[src/rtl/full_adder.sv]
// rtl/full_adder.sv - one-bit full adder with registered result and carry-event counter
//
// Purpose:
//   Combinational full adder (s, co) plus a registered copy of the result
//   qualified by in_vld, and a saturating count of accepted carry events.
//
// Ports:
//   clk        in   rising-edge clock for all registers
//   rst_n      in   asynchronous active-low reset
//   a, b, ci   in   addend bits and carry-in
//   in_vld     in   qualifies a/b/ci for the registered path and the counter
//   cnt_clr    in   synchronous clear of carry_cnt (wins over an increment)
//   s, co      out  combinational sum / carry-out
//   s_q, co_q  out  registered sum / carry-out, 1-cycle latency
//   out_vld    out  in_vld delayed by one cycle
//   carry_cnt  out  saturating count of accepted inputs with co=1

module full_adder #(
  parameter int CNT_W = 8
) (
  input  logic             clk,
  input  logic             rst_n,
  input  logic             a,
  input  logic             b,
  input  logic             ci,
  input  logic             in_vld,
  input  logic             cnt_clr,
  output logic             s,
  output logic             co,
  output logic             s_q,
  output logic             co_q,
  output logic             out_vld,
  output logic [CNT_W-1:0] carry_cnt
);

  localparam logic [CNT_W-1:0] CNT_MAX = {CNT_W{1'b1}};
  localparam logic [CNT_W-1:0] CNT_ONE = {{(CNT_W-1){1'b0}}, 1'b1};

  // The combinational path is independent of reset and qualifiers so s/co
  // keep tracking the inputs even while the registered state is held in reset.
  assign s  = a ^ b ^ ci;
  assign co = (a & b) | (a & ci) | (b & ci);

  logic cnt_inc;
  assign cnt_inc = in_vld & co & (carry_cnt != CNT_MAX);

  always_ff @(posedge clk or negedge rst_n) begin
    if (!rst_n) begin
      s_q       <= 1'b0;
      co_q      <= 1'b0;
      out_vld   <= 1'b0;
      carry_cnt <= '0;
    end else begin
      out_vld <= in_vld;
      if (in_vld) begin
        s_q  <= s;
        co_q <= co;
      end
      // Clear has priority over a same-edge increment.
      if (cnt_clr) begin
        carry_cnt <= '0;
      end else if (cnt_inc) begin
        carry_cnt <= carry_cnt + CNT_ONE;
      end
    end
  end

endmodule

[config.mk]
export PLATFORM = sky130hd
export DESIGN_NAME = full_adder
export DESIGN_NICKNAME = d
export VERILOG_FILES = /design/src/rtl/full_adder.sv
export SDC_FILE = /design/constraint.sdc
export NUM_CORES = 1
export LEC_CHECK = 0
export BUFFER_PORTS_ARGS = -buffer_cell sky130_fd_sc_hd__buf_2
export CORE_MARGIN = 8
export CORE_UTILIZATION = 40
export DETAILED_ROUTE_END_ITERATION = 6
export PLACE_DENSITY = 0.73
export SYNTH_ARGS = -nofsm -noshare
export SYNTH_HDL_FRONTEND = slang
export SYNTH_SLANG_ARGS = --single-unit
export TNS_END_PERCENT = 20
[constraint.sdc]
create_clock -name clk -period 4.6 [get_ports clk]
set_clock_uncertainty 0.2 [all_clocks]
set_input_delay 0 -clock clk [delete_from_list [all_inputs] [get_ports clk]]
set_output_delay 0 -clock clk [all_outputs]
set_load 0.01 [all_outputs]
==> flow_metrics.tcl <==
set metrics [dict create \
    path_depth 4 \
    reg2reg_depth 4 \
    dp.cells 89 \
    syn2layout_area_growth_pct 32.8 \
    avgViaCountPerCell 5.39 \
    clkTransAtPathRegs_ns 0.08 \
    setup_viol 0 \
    antenna_cells 0 \
    cpPeakStageDelay_ns 0.46 \
    final.period_utilization 0.411 \
    num_rows 14 \
    status "completed" \
    routed_wl_mm 1.48 \
    drv_cap 0 \
    synth_warnings 0 \
    p_switching_uw 55.0 \
    min_period_ns 1.89 \
    drc 0 \
    sw_frac_of_total 0.269 \
    path_class "reg -> reg" \
    place_hpwl_mm 1.06 \
    grt_pass1_vias 590 \
    root_buffer "clkbuf_4" \
    max-slew-margin-rel 0.659 \
    crit_family "flip-flops" \
    synth.distinct_cells 28 \
    combPwrFrac 0.164 \
    clockPowerShare 0.326 \
    yosys.area_share.adder 0.0541 \
    postLayoutCellArea_um2 800 \
    grt_max_degree 13 \
    intPower_uw 149 \
    crit_slowest_cell "dfrtp_1" \
    cts.path.max_buffers 2 \
    antenna_found_initial 0 \
    syn_area_per_cell_um2 10.7 \
    ant_nets 0 \
    worstPathCellList "ha_1 > and3_1 > a211oi_2 > mux2_4" \
    synthArstFlopShare 1.00 \
    die_h_um 54.8 \
    most-common-layout-cells "19 x buf_2, 11 x dfrtp_1, 7 x dlygate4sd3_1" \
    layout-drive-gt1-share 0.333 \
    worst_setup_path_end_kind "flip-flop" \
    cts_setup_buffers 0 \
    hold_viol 0 \
    synth_enable_flop_cells 0 \
    cp-start-kind "flip-flop" \
    fp.dieW_um 54.8 \
    grt.total_usage 0.121 \
    drt-pass1-iter-count 4 \
    place.gp.congestion 0.739 \
    fin_nets 94 \
    syn_area_um2 602 \
    ir_drop_mv 0.136 \
    fin_util 0.550 \
    place_area_um2 702 \
    synth_xor_area_frac 0 \
    clock.fmax_ghz 0.528 \
    cts_htree_levels 1 \
    worstPathRequired_ns 4.55 \
    cts_buffers 3 \
    min_path_cells 2 \
    ys.flop_type "dfrtp_1" \
    clk_latency_ns 0.27 \
    cts_sinks 11 \
    finalNonFillerCells 100 \
    maxSlewViolCount 0 \
    syn_inst 56 \
    cts_tree "yes" \
    portBuffers 19 \
    fp.dieArea_um2 3000 \
    grt_pass1_wl_mm 2.64 \
    grt_use_met1 0.127 \
    power_density_nw_per_um2 256 \
    ys_seq_elements 11 \
    gr-usage-met3 0.0245 \
    leakage_nw 0.370 \
    drt_iter0_markers 9 \
    setup_tns_ns 0 \
    crit_buf_inv 0 \
    hold_path.class "in -> reg" \
    worstPathArrival_ns 1.84 \
    yosys.area_share.simple 0.181 \
    grt.overflow.total 0 \
    rsz0062_at_grt "no" \
    io_pins 20 \
    synth_top_family_by_area "simple AND/OR/NAND/NOR gates" \
    tightest_slew_ns 0.509 \
    start_util 0.414 \
    vias 539 \
    synth_compound_area_frac 0.173 \
    muxShareOfSynthArea 0.0852 \
    seq_power_share 0.511 \
    wl_per_cell_um 14.8 \
    busiest_layer "met2" \
    yosysSeqAreaShare 0.457 \
    final_common_cell "buf_2" \
    core_um2 1450 \
    use_met2 0.213 \
    synth_nets 65 \
    crit_path_max_fanout 7 \
]
-- synth_stat cells (all sizes together), types with 2 or more instances --
master,instances,share of area
nand3,2,0.017
nand2b,3,0.031
a31oi,2,0.021
nor2,4,0.025
a211oi,5,0.071
a21oi,2,0.023
nor4,2,0.021
and4,2,0.029
mux2,3,0.069
inv,4,0.025
o21ai,2,0.017
nand4,2,0.021
dfrtp,11,0.46
-- cell families (layout without fill, tap and decap cells) --
| kind of cell | Yosys count | in the layout |
|---|---|---|
| adder cells (fa/ha/maj) | 2 | 2 |
| AO/OA/AOI/OAI | 14 | 14 |
| AND/OR/NAND/NOR | 19 | 19 |
| flip-flops | 11 | 11 |
| buffers and inverters | 6 | 34 |
| multiplexers | 4 | 4 |
-- stage by stage --
stage / hold slack (ns) / power, mW / worst slack (ns)
after floorplan: -0.496 / 0.121 / 2.80
after global placement: -0.319 / 0.135 / 2.79
after detailed placement: -0.320 / 0.135 / 2.74
after CTS: 0.271 / 0.205 / 2.72
after global routing: 0.292 / 0.216 / 2.61
final: 0.273 / 0.204 / 2.71
-- sequential cells by signal, indices dropped and copies added (netlist names) --
register   flops
carry_cnt      8
co_q           1
out_vld        1
s_q            1
-- final timing paths --
check / from / end / slack (ns)
hold reg to reg: s_q / s_q / 0.32
setup reg to reg: carry_cnt[0] / carry_cnt[3] / 2.71
hold / removal: in_vld / out_vld / 0.27
min in group asynchronous: rst_n / co_q / 0.55
max in group asynchronous: rst_n / carry_cnt[0] / 3.31
setup / recovery: carry_cnt[0] / carry_cnt[3] / 2.71
-- worst register-to-register path, delay by kind of cell, from the launching register on --
kind                     cells  cell delay, ns
flip-flops                   1            0.46
AO/OA/AOI/OAI                1            0.28
AND/OR/NAND/NOR              1            0.25
multiplexers                 1            0.32
adder cells (fa/ha/maj)      1            0.27
-- area by class of cell --
| class | count | area (um^2) |
|---|---|---|
| well taps | 16 | 20.0 |
| flip-flops and latches | 11 | 275 |
| clock inverters | 1 | 5.00 |
| repair buffers | 26 | 165 |
| fillers | 135 | 654 |
| inverters | 4 | 15.0 |
| clock buffers | 3 | 22.5 |
| multi-input cells | 39 | 297 |
-- power by group through the flow --
stage	Sequential (mW)	Combinational [mW]	Clock (mW)
after floorplan	0.108	0.0129	0
after global placement	0.106	0.0288	0
after detailed placement	0.106	0.0291	0
after CTS	0.104	0.0339	0.0671
after global routing	0.105	0.0372	0.0739
final	0.104	0.0334	0.0666
-- routing by layer --
layer | share of wire | wire length (um)
met4 | 0.026 | 38
met2 | 0.52 | 763
met3 | 0.051 | 76
met5 | 0 | 0
met1 | 0.41 | 601
-- timing repair --
action                    CTS  global route
hold buffers                7             0
hold endpoints to repair   22             0
resized for setup           0             0
No activity file was read; power rests on OpenSTA's default activity.
